<file path="config.mk">
export PLATFORM = sky130hd
export DESIGN_NAME = conv_enc
export DESIGN_NICKNAME = d
export VERILOG_FILES = /design/src/rtl/conv_pkg.sv /design/src/rtl/conv_enc.sv
export SDC_FILE = /design/constraint.sdc
export NUM_CORES = 1
export LEC_CHECK = 0
export CORE_MARGIN = 2
export CORE_UTILIZATION = 45
export CTS_CLUSTER_SIZE = 16
export DETAILED_ROUTE_END_ITERATION = 8
export PLACE_DENSITY_LB_ADDON = 0.05
export SLEW_MARGIN = 30
export SYNTH_ARGS = -nofsm -noshare
export SYNTH_HDL_FRONTEND = slang
export SYNTH_SLANG_ARGS = --single-unit
</file>
<file path="constraint.sdc">
create_clock -name clk -period 1.4 [get_ports clk]
set_input_delay 0.14 -clock clk [delete_from_list [all_inputs] [get_ports clk]]
set_output_delay 0.14 -clock clk [all_outputs]
set_load 0.05 [all_outputs]
</file>
<file path="src/rtl/conv_pkg.sv">
// Shared constants, FSM state type and tap helper for the K=3 convolutional
// encoder and its companion Viterbi decoder.
package conv_pkg;

   localparam int             K             = 3;
   localparam int             INFO_BITS_DEF = 29;
   localparam logic [K-1:0]   G0_DEF        = 3'b111;
   localparam logic [K-1:0]   G1_DEF        = 3'b101;

   typedef enum logic [1:0] {
      IDLE = 2'd0,
      DATA = 2'd1,
      TAIL = 2'd2
   } conv_state_e;

   // Taps are ordered {d, s1, s0}; a generator bit of 1 includes that tap.
   function automatic logic conv_tap(input logic [K-1:0] taps, input logic [K-1:0] g);
      return ^(taps & g);
   endfunction

endpackage

</file>
<file path="src/rtl/conv_enc.sv">
// Rate-1/2, K=3 zero-terminated convolutional encoder producing framed
// 2-bit symbols (INFO_BITS data symbols + 2 tail symbols) for the QAM mapper.
module conv_enc
   import conv_pkg::*;
#(
   parameter int           INFO_BITS = INFO_BITS_DEF,
   parameter logic [K-1:0] G0        = G0_DEF,
   parameter logic [K-1:0] G1        = G1_DEF
)(
   input  logic       clk,
   input  logic       reset,
   input  logic       data_in,
   input  logic       in_valid,
   output logic       in_ready,
   output logic [1:0] conv_out,
   output logic       out_valid,
   output logic       frame_start,
   output logic       frame_end
);

   localparam int               CNT_W    = $clog2(INFO_BITS + 1);
   localparam logic [CNT_W-1:0] CNT_ONE  = CNT_W'(1);
   localparam logic [CNT_W-1:0] CNT_LAST = CNT_W'(INFO_BITS);

   conv_state_e      r_state;
   logic [1:0]       r_sr;
   logic [CNT_W-1:0] r_cnt;
   logic             r_tail_cnt;
   logic [1:0]       r_conv_out;
   logic             r_out_valid;
   logic             r_frame_start;
   logic             r_frame_end;

   logic             w_d;
   logic [K-1:0]     w_taps;
   logic [1:0]       w_sym;
   logic [CNT_W-1:0] w_cnt_nxt;

   // Tail cycles force a zero input so the register flushes back to 00.
   assign w_d       = (r_state == TAIL) ? 1'b0 : data_in;
   assign w_taps    = {w_d, r_sr};
   assign w_sym     = {conv_tap(w_taps, G0), conv_tap(w_taps, G1)};
   assign w_cnt_nxt = r_cnt + CNT_ONE;

   assign in_ready    = (r_state != TAIL);
   assign conv_out    = r_conv_out;
   assign out_valid   = r_out_valid;
   assign frame_start = r_frame_start;
   assign frame_end   = r_frame_end;

   // Frame FSM, shift register, bit counter and registered symbol outputs.
   always_ff @(posedge clk or negedge reset) begin
      if (!reset) begin
         r_state       <= IDLE;
         r_sr          <= 2'b00;
         r_cnt         <= '0;
         r_tail_cnt    <= 1'b0;
         r_conv_out    <= 2'b00;
         r_out_valid   <= 1'b0;
         r_frame_start <= 1'b0;
         r_frame_end   <= 1'b0;
      end else begin
         r_out_valid   <= 1'b0;
         r_frame_start <= 1'b0;
         r_frame_end   <= 1'b0;
         case (r_state)
            IDLE: begin
               if (in_valid) begin
                  r_conv_out    <= w_sym;
                  r_out_valid   <= 1'b1;
                  r_frame_start <= 1'b1;
                  r_sr          <= {w_d, r_sr[1]};
                  r_cnt         <= CNT_ONE;
                  r_state       <= (CNT_ONE == CNT_LAST) ? TAIL : DATA;
               end else begin
                  r_state <= IDLE;
               end
            end
            DATA: begin
               if (in_valid) begin
                  r_conv_out  <= w_sym;
                  r_out_valid <= 1'b1;
                  r_sr        <= {w_d, r_sr[1]};
                  r_cnt       <= w_cnt_nxt;
                  r_state     <= (w_cnt_nxt == CNT_LAST) ? TAIL : DATA;
               end else begin
                  r_state <= DATA;
               end
            end
            TAIL: begin
               r_conv_out  <= w_sym;
               r_out_valid <= 1'b1;
               if (r_tail_cnt) begin
                  r_frame_end <= 1'b1;
                  r_sr        <= 2'b00;
                  r_cnt       <= '0;
                  r_tail_cnt  <= 1'b0;
                  r_state     <= IDLE;
               end else begin
                  r_sr        <= {w_d, r_sr[1]};
                  r_tail_cnt  <= 1'b1;
               end
            end
            default: begin
               r_state    <= IDLE;
               r_sr       <= 2'b00;
               r_cnt      <= '0;
               r_tail_cnt <= 1'b0;
            end
         endcase
      end
   end

endmodule

</file>
# Yosys cells after proc, flatten, opt, wreduce, memory -nomap -nowiden
# Cells that the tools add are included.
# totals
register_bits	15
input_bits	4
out_inout_bits	6
word_cells	46
# classes
addsub	1
n_eq_ne	8
muxes	22
reduce_logical	7
# op_table
op	n
$mux 5	3
$pmux 5 s3	1
$mux 2	6
$ne 2x2->1 const B	4
$pmux 2 s2	2
$mux 1	7
$pmux 2 s3	1
$reduce_xor 3->1	2
$add 5x1->5 const B	1
$eq 5x5->1 const B	1
$pmux 1 s2	2
$reduce_and 3->1	1
$eq 2x1->1 const B	1
$eq 2x2->1 const B	1
$logic_not 2->1	1
$ne 2x1->1 const B	1
$reduce_and 2->1	1
$reduce_bool 2->1	1
$reduce_or 2->1	1

# Longest topological paths before layout
# Gate-level depths: netlist of run 1.
# logic_depth
ltp_word	5
depth_mapped	4
mapped_depth_nobuf	4

# Least setup slack after synthesis of run 1
# Ideal clock, no wire load.
# synth_timing
kind	reg2reg
start	register conv_out[1] (netlist name)
end	register r_conv_out[1], in the netlist conv_out[1]
setup_ns	0.124
arrival_ns	1.150
t_required_ns	1.276
slack_ns	0.127
path_stages_with_launch	4
n_path_buf	0
synth_period_minus_slack_ns	1.273
path_cell_list	dfrtp_1 or2b_1 o211a_1 a211o_1
# synth_lines
item	line_no	rtl
end signal, assigned	conv_enc.sv:69	r_conv_out <= w_sym;
end signal, assigned	conv_enc.sv:81	r_conv_out <= w_sym;
end signal, assigned	conv_enc.sv:91	r_conv_out <= w_sym;
end, declared	conv_enc.sv:29	logic [1:0] r_conv_out;

# Final worst setup path of run 1
# layout_timing
start	register r_state[0]
end	output port in_ready
# layout_via
elab_chain_len	1
# layout_lines
item	line_no	rtl
start, declared	conv_enc.sv:25	conv_state_e r_state;
start signal, assigned	conv_enc.sv:74	r_state <= (CNT_ONE == CNT_LAST) ? TAIL : DATA;
start signal, assigned	conv_enc.sv:85	r_state <= (w_cnt_nxt == CNT_LAST) ? TAIL : DATA;
$ne 2x2->1	conv_enc.sv:45	assign in_ready = (r_state != TAIL);
end, declared	conv_enc.sv:14	output logic in_ready,
# No other way between the ends.

==> results of run 1 <==
-- stage by stage --
stage	cells	hold WS, ns
floorplan	78	-0.156
global placement	118	0.479
detailed placement	118	0.480
CTS	123	0.169
global route	123	0.185
finish	123	0.168
-- metal layers --
metal	wire, um	vias to the layer above	track usage, %
met4	12	0	3.33
li1	-	317	-
met3	54	2	5.77
met2	799	8	31.5
met1	729	291	22.4
met5	0	-	0
-- area by class of cell --
class	instances	area (um^2)
fillers	164	669
multi-input cells	56	414
flip-flops and latches	15	379
repair buffers	20	195
well taps	25	31.3
clock buffers	4	26.3
inverters	3	11.3
-- placed cells by master, fill, tap and decap left out, types with 3 or more instances in the layout --
| master | count |
|---|---|
| nand2_1 | 3 |
| o21ai_0 | 4 |
| buf_4 | 14 |
| nand3_1 | 3 |
| inv_1 | 3 |
| buf_12 | 3 |
| mux2i_1 | 4 |
| nor2_1 | 6 |
| xor2_1 | 4 |
| dfrtp_1 | 12 |
| clkbuf_4 | 3 |
| clkdlybuf4s50_1 | 3 |
| nor2b_1 | 4 |
| a21oi_1 | 3 |
| or2b_1 | 4 |
| dfrtp_2 | 3 |
-- critical path, delay by kind of cell (launching register included) --
family	cells	cell delay, ns
AND/OR/NAND/NOR	1	0.15
buffers and inverters	2	0.30
flip-flops	1	0.41
-- registers in the layout, summed over array words and instances (netlist names) --
name and flops:
r_cnt 5, conv_out 2, r_sr 2, r_state 2, frame_end 1, frame_start 1, out_valid 1, r_tail_cnt 1
-- kinds of logic after synthesis --
kind of cell             Yosys count  share of synthesized area [%]
AO/OA/AOI/OAI                     18                           16.8
XOR/XNOR                           5                           5.31
adder cells (fa/ha/maj)            2                           3.03
buffers and inverters              7                           5.46
flip-flops                        15                           45.5
multiplexers                       4                           4.86
AND/OR/NAND/NOR                   27                           19.0
-- worst paths after layout --
| check | depth (start not counted) | slack [ns] | end |
|---|---|---|---|
| worst min-delay path | 2 | 0.17 | r_cnt[0] |
| min in group clk | 3 | 0.51 | r_sr[1] |
| max in group asynchronous | 2 | 1.04 | r_state[0] |
| worst max-delay path | 3 | 0.12 | in_ready |
| worst max register to register | 4 | 0.12 | r_cnt[1] |
| worst min register to register | 1 | 0.55 | r_cnt[3] |
-- what timing repair did --
action | CTS | global route
hold buffers | 0 | 0
buffers inserted | 1 | 0
setup endpoints to repair | 1 | 2
gates resized for setup | 1 | 4
cloned | 0 | 0
endpoints found under the hold margin | 0 | 0
-- power breakdown --
part	internal, mW	switching (mW)	leakage (nW)
sequential	0.587	0.194	0.178
clock	0.110	0.130	0.0150
combinational	0.466	0.471	0.313
total	1.16	0.795	0.507
==> results.yml, run 1 <==
yosys:
  yosys.area.top_type_share_pct: 45.5
  synth_area_leaders: "dfrtp_1 (46%), mux2i_1 (4.9%), xor2_1 (4.2%), or2b_1 (3.6%), ha_1 (3.0%)"
  async_reset_ff_share_pct: 100
  ys_seq_area_share_pct: 45.5
  ys_seq_elements: 15
  yosysMostFrequentCell: "dfrtp_1"
  synth_edf_count: 0
  syn_nets: 84
  syn_inst: 78
  netlist-cell-type-count: 33
  avgSynthCellArea_um2: 10.6
  synth_commonest_cells: "dfrtp_1 (15), nor2_1 (6)"
  synth_top_area_cell: "dfrtp_1"
  synth_flop_cell: "dfrtp_1"
  ys_warn_count: 0
  synthesis.area_um2: 825
sta:
  worst_slack_ns: 0.117
  timing.fmax_mhz: 779
  final-hold-violation-count: 0
  min_period_over_period_pct: 91.6
  finClkSkew_ns: 0.00351
  setup-tns-final_ns: 0
  rsz0062_at_grt: "no"
  min_period_ns: 1.28
  setup_viol: 0
  slew_headroom_pct: 79.7
  worst_slew_pin_slew_ns: 0.302
  slew_violations: 0
final_layout:
  final_area_um2: 1060
  syn2layout_area_growth_pct: 28.2
  antenna_cells: 0
  post-route-util_pct: 61.2
  finalNetCount: 105
  layout-drive-gt1-share_pct: 29.6
critical_path:
  worstPathCellList: "buf_4 > nand2b_4 > buf_12"
  regToRegStartpoint: "r_state[0]"
  crit_slowest_cell: "dfrtp_2"
  cp.arrival_ns: 1.14
  end_kind: "output pin"
  cp_slowest_stage_delay_ns: 0.41
  start_kind: "register"
  crit_type: "register to output pin"
  crit_start: "r_state[0]"
  critPathMaxFanout: 5
  required_ns: 1.26
clocking:
  max-clock-path-buffers: 2
  clk_pin_slew_ns: 0.09
  clk_latency_ns: 0.28
  cts_made_buffers: 3
  cts_root_buffer: "clkbuf_4"
  cts-htree-levels: 1
  numClockSinks: 15
  tritoncts: "done"
routing:
  routed_wl_um: 1600
  drt-initial-drc-count: 7
  ant_nets: 0
  dr.pass1.iters: 4
  avgViaCountPerCell: 5.02
  vias: 618
  routedWlPerCell_um: 13.0
  drc: 0
floorplanning:
  die_h_um: 46.8
  rows: 15
  die-area_um2: 2190
  start_util_pct: 47.8
  die_w_um: 46.8
  pin_count: 10
  core_um2: 1730
global_route:
  track_usage_pct: 18.2
  grt_max_degree: 16
  antenna_found_initial: 0
  grt_pass1_vias: 605
  overflow: 0
  grt_pass1_wl_um: 2720
min_path:
  hold_class: "primary input to asynchronous set/reset pin"
placed_design:
  port_buffers: 9
  routabilityCongestion: 0.765
  pre_cts_slack_ns: 0.0328
  place_hpwl_um: 1150
  placed_cell_area_um2: 1010
status:
  status: "finished, final reports clean"
job:
  cap_violations: 0
pwr:
  power.density_nw_per_um2: 1850
  p_leak_nw: 0.507
  finalPower_mw: 1.96
  ir_worst_vdd_mv: 1.31
(Power assumes the default switching activity.)
==> inputs of run 2 (changes only) <==
GPL_TIMING_DRIVEN = 0   (was unset)
clock period = 1.65 ns   (was 1.4 ns; I/O delays follow)
==> run 2 against run 1 <==
Non-clock buffer count fell by 7; sequential cell count unchanged; critical path depth fell by 2; clock power shrank 12%; design area down 7.7%; first-iteration DRC count decreased by 71%.
==> results.yml, run 2 (synthesis results as in run 1) <==
status:
  status: "finished, final reports clean"
floorplanning:
  start_util_pct: 47.8
  die_w_um: 46.8
  rows: 15
  core_um2: 1730
  die_h_um: 46.8
  pin_count: 10
  die-area_um2: 2190
clocking:
  cts-htree-levels: 1
  post_cts_buffers: 0
  clk_latency_ns: 0.28
  max-clock-path-buffers: 2
  cts_hold_buf: 0
  numClockSinks: 15
  clk_pin_slew_ns: 0.09
  cts_root_buffer: "clkbuf_4"
  tritoncts: "done"
  cts_made_buffers: 3
critical_path:
  critical_path_cell_count: 1
  end_kind: "output pin"
  regToRegStartpoint: "r_cnt[0]"
  endpoint: "out_valid"
  crit_start: "out_valid"
  crit_slowest_cell: "clkdlybuf4s50_1"
  reg2regPathDepth: 4
  regToRegSetupSlack_ns: 0.31
  required_ns: 1.48
  r2r-end: "r_cnt[2]"
  critPathBufInv: 1
  crit_type: "register to output pin"
  worstPathCellList: "clkdlybuf4s50_1"
  start_kind: "register"
  path_delay_family: "buffers and inverters"
  cp.arrival_ns: 1.42
  critPathMaxFanout: 1
  cp_slowest_stage_delay_ns: 0.80
routing:
  vias: 591
  drc: 0
  routed_wl_um: 1580
  avgViaCountPerCell: 5.09
  ant_nets: 0
  drt-initial-drc-count: 2
  dr.pass1.iters: 2
  routedWlPerCell_um: 13.6
global_route:
  antenna_found_initial: 0
  grt_pass1_vias: 581
  grt_max_degree: 16
  overflow: 0
  grt_pass1_wl_um: 2740
  track_usage_pct: 18.3
sta:
  slew_violations: 0
  finClkSkew_ns: 0.00465
  final-hold-violation-count: 0
  setup_viol: 0
  min_period_ns: 1.58
  min_period_over_period_pct: 96.0
  setup-tns-final_ns: 0
  rsz0062_at_grt: "no"
  worst_slew_pin_slew_ns: 0.693
  timing.fmax_mhz: 631
  slew_headroom_pct: 53.6
placed_design:
  placed_cell_area_um2: 946
  routabilityCongestion: 0.772
  place_hpwl_um: 1100
  port_buffers: 9
pwr:
  finalPower_mw: 1.54
  p_leak_nw: 0.466
  ir_worst_vdd_mv: 0.902
  power.density_nw_per_um2: 1580
final_layout:
  largest-register: "r_cnt"
  layout-drive-gt1-share_pct: 15.4
  final_cell_mix: "dfrtp_1 (14), nor2_1 (6), clkdlybuf4s50_1 (6)"
  syn2layout_area_growth_pct: 18.4
  final_common_cell: "dfrtp_1"
  final_area_um2: 976
  antenna_cells: 0
  largest_reg_flops: 5
  finalNetCount: 98
min_path:
  hold_class: "primary input to asynchronous set/reset pin"
job:
  cap_violations: 0
==> run 2: changes by cell type in the layout (fill, tap and decap cells not counted), sizes merged <==
| cell | delta |
|---|---|
| dlymetal6s2s | +1 |
| clkdlybuf4s18 | +1 |
| buf | -13 |
| dlygate4sd2 | +1 |
| clkinv | +1 |
| clkdlybuf4s50 | +3 |
| clkbuf | -1 |
==> run 2: worst min-delay path by stage <==
stage / slack, ns / to / start
3_3_place_gp: 0.53 / r_cnt[3] / r_cnt[3]
3_5_place_dp: 0.53 / r_cnt[3] / r_cnt[3]
6_report: 0.29 / r_cnt[3] / reset
2_1_floorplan: -0.13 / conv_out[0] / reset
4_1_cts: 0.31 / conv_out[1] / reset
5_1_grt: 0.34 / r_cnt[0] / reset
==> run 2: through the flow <==
stage / std cells / utilization (%) / hold slack (ns) / setup slack, ns
6_report: 116 / 56.5 / 0.293 / 0.0653
4_1_cts: 116 / 56.4 / 0.314 / 0.0201
3_3_place_gp: 112 / 54.8 / 0.531 / -0.0734
5_1_grt: 116 / 56.5 / 0.341 / 0.00679
2_1_floorplan: 78 / - / -0.131 / 0.377
3_5_place_dp: 112 / 54.8 / 0.534 / -0.0740
==> run 2: what timing repair did <==
item | CTS | global route
endpoints found under the setup margin | 2 | 2
gates resized for setup | 4 | 3
gates cloned | 0 | 0
==> run 2: power breakdown <==
group | internal (mW) | switching (mW)
Clock | 0.0900 | 0.121
Combinational | 0.304 | 0.374
Sequential | 0.495 | 0.156
==> run 2: cell type report <==
type	instances	area, um^2
Buffer	4	33.8
Tap cell	25	31.3
Clock inverter	1	5.00
Multi-Input combinational cell	56	404
Fill cell	169	751
Sequential cell	15	377
Inverter	3	11.3
Timing Repair Buffer	9	91.3
Clock buffer	3	22.5
==> run 2: routing by layer <==
metal / vias to the layer above / GRT usage (%) / routed length [um]
met1: 282 / 25.7 / 809
met5: - / 0 / 0
li1: 301 / - / -
met3: 2 / 4.62 / 31
met4: 0 / 8.33 / 10
met2: 6 / 26.6 / 728
